==> src/rtl/seg_display_if.sv <==
// Handshake and result bundle between a value producer and the 7-segment sequencer.
interface seg_display_if #(
  parameter int BIN_W = 14
);
  logic [BIN_W-1:0] bin_in;
  logic             bin_valid;
  logic             bin_ready;
  logic             busy;
  logic [15:0]      bcd_digits;
  logic [3:0]       blank_mask;
  logic             ovf;

  modport master (
    output bin_in, bin_valid,
    input  bin_ready, busy, bcd_digits, blank_mask, ovf
  );

  modport slave (
    input  bin_in, bin_valid,
    output bin_ready, busy, bcd_digits, blank_mask, ovf
  );
endinterface

==> src/rtl/seg_display_ctrl.sv <==
// Binary-to-BCD sequencer for the 4-digit display: serial double-dabble, one bit per clock,
// results published atomically together with the leading-zero blank mask and overflow flag.
//
// state   | meaning
// S_IDLE  | waiting for bin_valid; bin_ready high
// S_SHIFT | add-3 / shift, one input bit per cycle, BIN_W cycles
// S_DONE  | publish digits, blank mask and ovf, return to idle
module seg_display_ctrl #(
  parameter int BIN_W    = 14,
  parameter bit LZ_BLANK = 1'b1
) (
  input  logic         clk,
  input  logic         reset,
  seg_display_if.slave bus
);
  localparam int               CNT_W     = $clog2(BIN_W + 1);
  localparam logic [BIN_W-1:0] SAT_VAL   = BIN_W'(9999);
  localparam logic [3:0]       BLANK_RST = LZ_BLANK ? 4'b1110 : 4'b0000;

  typedef enum logic [1:0] {S_IDLE, S_SHIFT, S_DONE} state_t;

  state_t           r_state, w_state_nxt;
  logic [BIN_W-1:0] r_bin;
  logic [15:0]      r_bcd;
  logic [CNT_W-1:0] r_cnt;
  logic             r_sat;
  logic [15:0]      r_digits;
  logic [3:0]       r_blank;
  logic             r_ovf;

  logic             w_accept;
  logic             w_sat;
  logic [BIN_W-1:0] w_bin_cap;
  logic             w_last;
  logic [15:0]      w_adj;
  logic [3:0]       w_blank;

  assign w_accept  = (r_state == S_IDLE) && bus.bin_valid;
  assign w_sat     = 32'(bus.bin_in) > 32'd9999;
  assign w_bin_cap = w_sat ? SAT_VAL : bus.bin_in;
  assign w_last    = (r_cnt == CNT_W'(BIN_W - 1));

  always_comb begin
    w_adj = r_bcd;
    for (int i = 0; i < 4; i++) begin
      if (r_bcd[4*i +: 4] >= 4'd5) w_adj[4*i +: 4] = r_bcd[4*i +: 4] + 4'd3;
    end
  end

  // Units digit is never blanked so a zero value still shows "0".
  always_comb begin
    w_blank = 4'b0000;
    if (LZ_BLANK) begin
      w_blank[3] = (r_bcd[15:12] == 4'd0);
      w_blank[2] = w_blank[3] && (r_bcd[11:8] == 4'd0);
      w_blank[1] = w_blank[2] && (r_bcd[7:4] == 4'd0);
    end
  end

  always_ff @(posedge clk or posedge reset) begin
    if (reset) r_state <= S_IDLE;
    else       r_state <= w_state_nxt;
  end

  always_comb begin
    w_state_nxt = r_state;
    case (r_state)
      S_IDLE:  if (w_accept) w_state_nxt = S_SHIFT;
      S_SHIFT: if (w_last)   w_state_nxt = S_DONE;
      S_DONE:  w_state_nxt = S_IDLE;
      default: w_state_nxt = S_IDLE;
    endcase
  end

  always_ff @(posedge clk or posedge reset) begin
    if (reset) begin
      r_bin    <= '0;
      r_bcd    <= '0;
      r_cnt    <= '0;
      r_sat    <= 1'b0;
      r_digits <= '0;
      r_blank  <= BLANK_RST;
      r_ovf    <= 1'b0;
    end else begin
      case (r_state)
        S_IDLE: if (w_accept) begin
          r_bin <= w_bin_cap;
          r_sat <= w_sat;
          r_bcd <= '0;
          r_cnt <= '0;
        end
        S_SHIFT: begin
          r_bcd <= {w_adj[14:0], r_bin[BIN_W-1]};
          r_bin <= {r_bin[BIN_W-2:0], 1'b0};
          r_cnt <= r_cnt + 1'b1;
        end
        S_DONE: begin
          r_digits <= r_bcd;
          r_blank  <= w_blank;
          r_ovf    <= r_sat;
        end
        default: ;
      endcase
    end
  end

  assign bus.bin_ready  = (r_state == S_IDLE);
  assign bus.busy       = (r_state != S_IDLE);
  assign bus.bcd_digits = r_digits;
  assign bus.blank_mask = r_blank;
  assign bus.ovf        = r_ovf;
endmodule

==> src/flat_wrapper.sv <==
// flat-port wrapper written by rule: the top's interface ports become plain ports
module seg_display_ctrl_flat 
#(
  parameter int BIN_W    = 14,
  parameter bit LZ_BLANK = 1'b1
)
  (clk, reset, bus_bin_in, bus_bin_valid, bus_bin_ready, bus_busy, bus_bcd_digits, bus_blank_mask, bus_ovf);
  seg_display_if #(.BIN_W(BIN_W)) bus_i ();
  input  logic clk;
  input  logic reset;
  input wire logic [$bits(bus_i.bin_in)-1:0] bus_bin_in;
  input wire logic [$bits(bus_i.bin_valid)-1:0] bus_bin_valid;
  output wire logic [$bits(bus_i.bin_ready)-1:0] bus_bin_ready;
  output wire logic [$bits(bus_i.busy)-1:0] bus_busy;
  output wire logic [$bits(bus_i.bcd_digits)-1:0] bus_bcd_digits;
  output wire logic [$bits(bus_i.blank_mask)-1:0] bus_blank_mask;
  output wire logic [$bits(bus_i.ovf)-1:0] bus_ovf;
  assign bus_i.bin_in = bus_bin_in;
  assign bus_i.bin_valid = bus_bin_valid;
  assign bus_bin_ready = bus_i.bin_ready;
  assign bus_busy = bus_i.busy;
  assign bus_bcd_digits = bus_i.bcd_digits;
  assign bus_blank_mask = bus_i.blank_mask;
  assign bus_ovf = bus_i.ovf;
  seg_display_ctrl #(.BIN_W(BIN_W), .LZ_BLANK(LZ_BLANK)) u_core (.clk(clk), .reset(reset), .bus(bus_i));
endmodule
==> config.mk <==
export PLATFORM = sky130hd
export DESIGN_NAME = seg_display_ctrl_flat
export DESIGN_NICKNAME = d
export VERILOG_FILES = /design/src/rtl/seg_display_if.sv /design/src/rtl/seg_display_ctrl.sv /design/src/flat_wrapper.sv
export SDC_FILE = /design/constraint.sdc
export NUM_CORES = 1
export LEC_CHECK = 0
export ABC_AREA = 0
export CORE_UTILIZATION = 40
export DETAILED_ROUTE_END_ITERATION = 10
export SLEW_MARGIN = 20
export SYNTH_ARGS = -nofsm -noshare
export SYNTH_HDL_FRONTEND = slang
export SYNTH_SLANG_ARGS = --single-unit
==> constraint.sdc <==
create_clock -name clk -period 4.71 [get_ports clk]
set_clock_uncertainty 0.05 [all_clocks]
set_input_delay 0.942 -clock clk [delete_from_list [all_inputs] [get_ports clk]]
set_output_delay 0.942 -clock clk [all_outputs]
set_load 0.03 [all_outputs]
[Word-level counts from Yosys, hierarchy flattened]
Cells that the tools add are included.
Word-level totals
  bits in registers: 57
  output and inout bits: 23
  logic and storage cells: 49
Cells by class
  add/subtract/negate cells: 5
  magnitude comparators: 5
  eq/ne operators: 5
  muxes and demuxes: 14
  reduce and logical (&&, ||, !) cells: 12
Operators by type and width (count)
  $pmux W16 S2: 1
  $mux W14: 2
  $pmux W14 S2: 1
  $ge A4 B3 Y1 const B: 4
  $mux W16: 1
  $mux W4: 4
  $gt A14 B14 Y1 const B: 1
  $add A4 B2 Y4 const B: 3
  $logic_not A4 Y1: 3
  $pmux W4 S2: 1
  $reduce_and A2 Y1: 3
  $add A4 B1 Y4 const B: 1
  $eq A4 B4 Y1 const B: 1
  $mux W2: 2
  $ne A2 B1 Y1 const B: 2
  $pmux W2 S2: 1
  $reduce_bool A2 Y1: 2
  $add A3 B2 Y3 const B: 1
  $logic_and A1 B1 Y1: 3
  $mux W3: 1
  $eq A2 B1 Y1 const B: 1
  $eq A2 B2 Y1 const B: 1
  $logic_not A2 Y1: 1

[Depth between registers and ports, before layout]
Gate-level depths: netlist (run 1).
  depth in word-level cells: 4
  depth in mapped cells: 6

[Worst setup path before layout (run 1)]
Ideal clock, no wire load.
  path type: input-to-reg
  start point: input bus_bin_valid
  end point: register u_core.r_bcd[15]
  library setup time: 0.122 ns
  arrival time: 1.858 ns
  required time: 4.538 ns
  path slack: 2.680 ns
  stages: 6
  buffers on the path: 2
  cell sequence: or3b_1 -> buf_6 -> nand2_4 -> buf_6 -> o31ai_1 -> a32o_1
On the way
  cells in the longest elaborated chain, start to end: 3
Ends and longest elaborated chain
  start: declaration: line flat_wrapper.sv:12  | input wire logic [$bits(bus_i.bin_valid)-1:0] bus_bin_valid;
  $logic_and A1 B1 Y1: line seg_display_ctrl.sv:38  | assign w_accept = (r_state == S_IDLE) && bus.bin_valid;
  $ne A2 B1 Y1 (no line)
  $reduce_and A2 Y1 (no line)
  end signal: assignment: line seg_display_ctrl.sv:93  | r_bcd <= {w_adj[14:0], r_bin[BIN_W-1]};
  end: declaration: line seg_display_ctrl.sv:24  | logic [15:0] r_bcd;
Every way passes these cells.
A chain may end at the register's enable or synchronous reset.

[Worst setup path after layout (run 1)]
  start point: register u_core.r_state[0]
  end point: output bus_bin_ready
On the way
  cells in the longest elaborated chain, start to end: 1
Ends and longest elaborated chain
  start: declaration: line seg_display_ctrl.sv:22  | state_t r_state, w_state_nxt;
  start signal: assignment: line seg_display_ctrl.sv:62  | else r_state <= w_state_nxt;
  $logic_not A2 Y1: line seg_display_ctrl.sv:107  | assign bus.bin_ready = (r_state == S_IDLE);
  end: declaration: line flat_wrapper.sv:13  | output wire logic [$bits(bus_i.bin_ready)-1:0] bus_bin_ready;
Every way passes these cells.

==> impl_metrics.env, run 1 <==
export IMPL_clock_path_buffers=2
export IMPL_antenna_found_initial=0
export IMPL_start_util=0.419
export IMPL_die_w_um=83.8
export IMPL_clk_pin_slew_worst_paths_ns=0.07
export IMPL_synth_cell_types=40
export IMPL_yosysMostFrequentCell="dfrtp_1"
export IMPL_rsz0062_at_grt="no"
export IMPL_cts_sinks=57
export IMPL_worst_pin_slew_ns=0.776
export IMPL_grt_max_degree=39
export IMPL_htreeDepth=3
export IMPL_diodes=0
export IMPL_end_kind="primary output"
export IMPL_nets=324
export IMPL_drt_total_wl_um=5320
export IMPL_synth_edf_count=0
export IMPL_drcViolationCount=0
export IMPL_startpoint_type="flop"
export IMPL_cts_resized_gates=0
export IMPL_ys_seq_area_frac=0.535
export IMPL_gr_usage_all_layers=0.175
export IMPL_power_mw=2.37
export IMPL_synth_area_top_cells="dfrtp_1 (51%), ha_1 (5.6%), o21ai_0 (5.1%), mux2_2 (4.6%), nand2_1 (3.1%)"
export IMPL_p_per_area_nw_per_um2=710
export IMPL_status="completed"
export IMPL_hold_buffers=0
export IMPL_cts_buffers=9
export IMPL_vias=1971
export IMPL_slew_viol_final=0
export IMPL_rows=29
export IMPL_port_buffers=38
export IMPL_drt_pass1_iter_count=4
export IMPL_grt_pass1_wl_um=9400
export IMPL_drt_iter0_drc=114
export IMPL_setup_viol=0
export IMPL_critPathSlowestCell="clkdlybuf4s50_1"
export IMPL_cp_max_fo=6
export IMPL_placedCellCount=361
export IMPL_drv_cap=0
export IMPL_yosysTopAreaCellShare=0.505
export IMPL_max_vdd_ir_drop_mv=0.333
export IMPL_ys_ff_latch=57
export IMPL_power_leakage_nw=1.53
export IMPL_cts_root_buffer="clkbuf_8"
export IMPL_finalCritPeriodShare=0.595
export IMPL_grt_ovfl_total=0
export IMPL_wire_per_inst_um=14.1
export IMPL_clk_latency_ns=0.34
export IMPL_die_y_um=83.8
export IMPL_synth_ff_type="dfrtp_1"
export IMPL_critical_path_max_stage_delay_ns=0.66
export IMPL_timing_hold_ws_ns=0.424
export IMPL_max_freq_mhz=357
export IMPL_worst_hold_path_type="flop to flop"
export IMPL_fin_cells=377
export IMPL_syn_num_nets=283
export IMPL_synthTopCellsByCount="dfrtp_1 (54), o21ai_0 (27), nand2_1 (22)"
export IMPL_cts_tree="yes"
export IMPL_ys_warn_count=0
export IMPL_syn_avg_cell_area_um2=10.5
export IMPL_post_cts_buffers=0
export IMPL_place_hpwl_um=3600
export IMPL_max_slew_margin=0.482
export IMPL_grt_pass1_vias=1987
export IMPL_num_io_pins=40
export IMPL_crit_required_ns=3.72
export IMPL_tns_ns=0
export IMPL_cp_arrival_ns=1.81
export IMPL_yosys_area_top_type="dfrtp_1"
export IMPL_syn_to_final_growth_pct=24.9
export IMPL_synth_async_reset_ratio=1.00
export IMPL_syn_inst=254
export IMPL_antenna_left=0
export IMPL_timing_final_crit_period_ns=2.80
export IMPL_dieArea_um2=7020
export IMPL_syn_area_um2=2680
export IMPL_cp_cell_sequence="or2_2 > inv_2 > clkdlybuf4s50_1"
export IMPL_vias_per_cell=5.23
export IMPL_final_layout_size_suffix_gt1_frac=0.130
export IMPL_path_class="flop to primary output"
export IMPL_core_um2=6390
export IMPL_hold_viol=0
export IMPL_gp_congestion=0.739
## cells in the final DEF (no fill, tap or decap), types with 3 or more instances in the layout
cell type,Yosys,final
o31ai_1,6,6
dfrtp_1,54,54
a21oi_1,10,10
mux2_2,11,11
nor2b_1,3,3
nor2_1,13,13
o21ai_0,27,27
nand4_1,3,3
ha_1,12,12
xnor2_1,4,4
nand2_1,22,22
a21o_1,4,4
clkbuf_8,0,11
a22o_1,6,6
inv_1,14,13
dfstp_2,3,3
a32o_1,4,4
nand2b_1,5,5
buf_4,1,4
clkdlybuf4s50_1,0,38
o22ai_1,9,9
nand3_1,12,12
## kinds of logic (layout without fill, tap and decap cells)
kind of cell    count (synthesis)  in the layout  synth area share
mux                            13             13            0.0538
flops                          57             57             0.535
fa+ha+maj                      12             12            0.0561
xor+xnor                        5              5            0.0164
other cells                     1              1           0.00140
buf+inv                        27             73            0.0472
simple gates                   67             67             0.122
compound gates                 72             72             0.169
## routing by layer
| layer | global-route usage | vias up | wire length, um | part of all wire |
|---|---|---|---|---|
| met3 | 0.0415 | 11 | 188 | 0.035 |
| li1 | - | 978 | - | - |
| met5 | 0 | - | 0 | 0 |
| met2 | 0.263 | 44 | 2300 | 0.43 |
| met1 | 0.228 | 938 | 2690 | 0.51 |
| met4 | 0.106 | 0 | 144 | 0.027 |
## where the power goes
group	switching [mW]	internal, mW
combinational	0.556	0.446
clock	0.198	0.325
sequential	0.149	0.698
total	0.902	1.47
## registers in the layout, summed over array words and instances (netlist names)
register               count
u_core.bus.bcd_digits     16
u_core.r_bcd              16
u_core.r_bin              14
u_core.r_cnt               4
u_core.bus.blank_mask      3
u_core.r_state             2
u_core.bus.ovf             1
u_core.r_sat               1
## cell type report
type | instances | area [um2]
Multi-Input combinational cell | 170 | 1120
Inverter | 15 | 56.3
Sequential cell | 57 | 1430
Clock inverter | 5 | 77.6
Clock buffer | 11 | 151
Tap cell | 77 | 96.3
Timing Repair Buffer | 42 | 410
Fill cell | 605 | 3050
## critical path: cells and delay by family (launching register included)
kind | cells | cell delay (ns)
and+or+nand+nor | 1 | 0.34
DFF | 1 | 0.42
buffers and inverters | 2 | 0.72
## per-stage QoR
stage          setup slack [ns]  utilization  cell area, um2
2_1_floorplan              2.32            -            2680
3_3_place_gp               1.80        0.487            3110
3_5_place_dp               1.76        0.487            3110
4_1_cts                    1.88        0.523            3340
5_1_grt                    1.83        0.523            3340
6_report                   1.91        0.523            3340
## worst paths after layout
check	from	end	slack [ns]	cells after the start
max	u_core.r_state[0]	bus_bin_ready	1.91	3
max reg2reg	u_core.r_state[0]	u_core.r_bcd[3]	2.82	4
max in group asynchronous	reset	u_core.r_state[1]	2.81	3
min in group asynchronous	reset	u_core.bus.bcd_digits[2]	1.01	2
min	u_core.bus.bcd_digits[8]	u_core.bus.bcd_digits[8]	0.42	2
min reg2reg	u_core.bus.bcd_digits[8]	u_core.bus.bcd_digits[8]	0.42	2
(Power assumes the default switching activity.)
==> run 2: changes to the inputs <==
clock period = 2.55 ns   (was 4.71 ns; I/O delays follow)
==> impl_metrics.env, run 2 (same netlist as run 1, synthesis figures left out) <==
export IMPL_clock_path_buffers=2
export IMPL_crit_required_ns=1.99
export IMPL_worst_hold_path_type="flop to flop"
export IMPL_drv_cap=0
export IMPL_cts_tree="yes"
export IMPL_status="completed"
export IMPL_cp_arrival_ns=1.82
export IMPL_layout_common_cells="dfrtp_1 (54), clkdlybuf4s50_1 (38), o21ai_0 (27)"
export IMPL_vias=2018
export IMPL_num_io_pins=40
export IMPL_top_layer_used="met4"
export IMPL_post_cts_buffers=0
export IMPL_syn_to_final_growth_pct=25.8
export IMPL_start_util=0.419
export IMPL_critical_path_max_stage_delay_ns=0.66
export IMPL_drt_iter0_drc=88
export IMPL_postPlaceCellArea_um2=3150
export IMPL_finalCritPeriodShare=0.934
export IMPL_max_freq_mhz=420
export IMPL_end_kind="primary output"
export IMPL_max_slew_margin=0.490
export IMPL_rsz0062_at_grt="no"
export IMPL_place_hpwl_um=3650
export IMPL_rows=29
export IMPL_hold_buffers=0
export IMPL_cp_max_fo=7
export IMPL_final_layout_size_suffix_gt1_frac=0.135
export IMPL_drt_total_wl_um=5380
export IMPL_dieArea_um2=7020
export IMPL_cts_root_buffer="clkbuf_8"
export IMPL_drt_pass1_iter_count=4
export IMPL_tns_ns=0
export IMPL_die_y_um=83.8
export IMPL_fillers=607
export IMPL_p_per_area_nw_per_um2=1290
export IMPL_cts_buffers=9
export IMPL_cts_resized_gates=0
export IMPL_diodes=0
export IMPL_clk_latency_ns=0.33
export IMPL_antenna_found_initial=0
export IMPL_timing_final_crit_period_ns=2.38
export IMPL_nets=327
export IMPL_htreeDepth=3
export IMPL_wirelength_met1_um=2690
export IMPL_path_class="flop to primary output"
export IMPL_port_buffers=38
export IMPL_vias_per_cell=5.31
export IMPL_power_mw=4.33
export IMPL_max_vdd_ir_drop_mv=0.794
export IMPL_grt_pass1_vias=1903
export IMPL_critPathSlowestCell="clkdlybuf4s50_1"
export IMPL_die_w_um=83.8
export IMPL_wl_met3_um=199
export IMPL_slew_viol_final=0
export IMPL_antenna_left=0
export IMPL_grt_pass1_wl_um=9360
export IMPL_wire_per_inst_um=14.2
export IMPL_fin_area_um2=3360
export IMPL_worst_pin_slew_ns=0.764
export IMPL_grt_ovfl_total=0
export IMPL_cts_sinks=57
export IMPL_clk_pin_slew_worst_paths_ns=0.06
export IMPL_setup_viol=0
export IMPL_cp_cell_sequence="or2_2 > inv_2 > clkdlybuf4s50_1"
export IMPL_grt_max_degree=32
export IMPL_gp_congestion=0.817
export IMPL_startpoint_type="flop"
export IMPL_gr_usage_all_layers=0.170
export IMPL_layout_commonest_cell="dfrtp_1"
export IMPL_timing_hold_ws_ns=0.429
export IMPL_hold_viol=0
export IMPL_core_um2=6390
export IMPL_drcViolationCount=0
export IMPL_wl_met2_um=2380
export IMPL_power_leakage_nw=1.55
-- run 2: cell types whose count changed in the layout (fill, tap and decap cells not counted) --
| cell | change |
|---|---|
| buf_4 | +2 |
| clkbuf_8 | +2 |
| buf_12 | +1 |
| bufinv_16 | -1 |
| clkbuf_1 | +1 |
| clkinv_2 | -1 |
| clkinvlp_4 | -1 |
-- run 2: area by class of cell --
type	instances	area (um2)	area share
flip-flops and latches	57	1430	0.425
multi-input cells	170	1120	0.332
repair buffers	45	445	0.132
clock buffers	14	183	0.0543
well taps	77	96.3	0.0286
inverters	15	56.3	0.0167
clock inverters	2	35.0	0.0104
-- run 2: worst paths after layout --
check | start | endpoint | slack [ns] | cells past startpoint
max in group asynchronous | reset | u_core.r_cnt[0] | 1.37 | 3
hold reg to reg | u_core.bus.bcd_digits[1] | u_core.bus.bcd_digits[1] | 0.43 | 2
setup reg to reg | u_core.r_bcd[8] | u_core.r_bcd[10] | 0.75 | 6
min in group asynchronous | reset | u_core.bus.ovf | 0.51 | 2
setup / recovery | u_core.r_state[1] | bus_bin_ready | 0.17 | 3
hold / removal | u_core.bus.bcd_digits[1] | u_core.bus.bcd_digits[1] | 0.43 | 2
-- run 2: report_power, final --
part / total, mW / internal [mW] / switching, mW
clock network: 0.899 / 0.557 / 0.342
logic: 1.87 / 0.842 / 1.03
registers: 1.57 / 1.29 / 0.275
total: 4.33 / 2.69 / 1.65
-- run 2: per-stage QoR --
step | std cells | worst slack [ns] | utilization
6_report | 380 | 0.168 | 0.527
5_1_grt | 380 | 0.123 | 0.527
4_1_cts | 380 | 0.175 | 0.527
3_5_place_dp | 364 | 0.357 | 0.493
3_3_place_gp | 364 | 0.394 | 0.493
2_1_floorplan | 254 | 0.595 | -
-- run 2: metal layers --
metal  track usage  vias to the layer above
met2         0.248                       51
met5             0                        -
met3        0.0326                        8
li1              -                      982
met1         0.241                      977
met4        0.0878                        0
-- run 2: critical path: cells and delay by family (launching register included) --
kind | cells | cell delay (ns)
buf+inv | 2 | 0.72
flops | 1 | 0.45
simple gates | 1 | 0.32
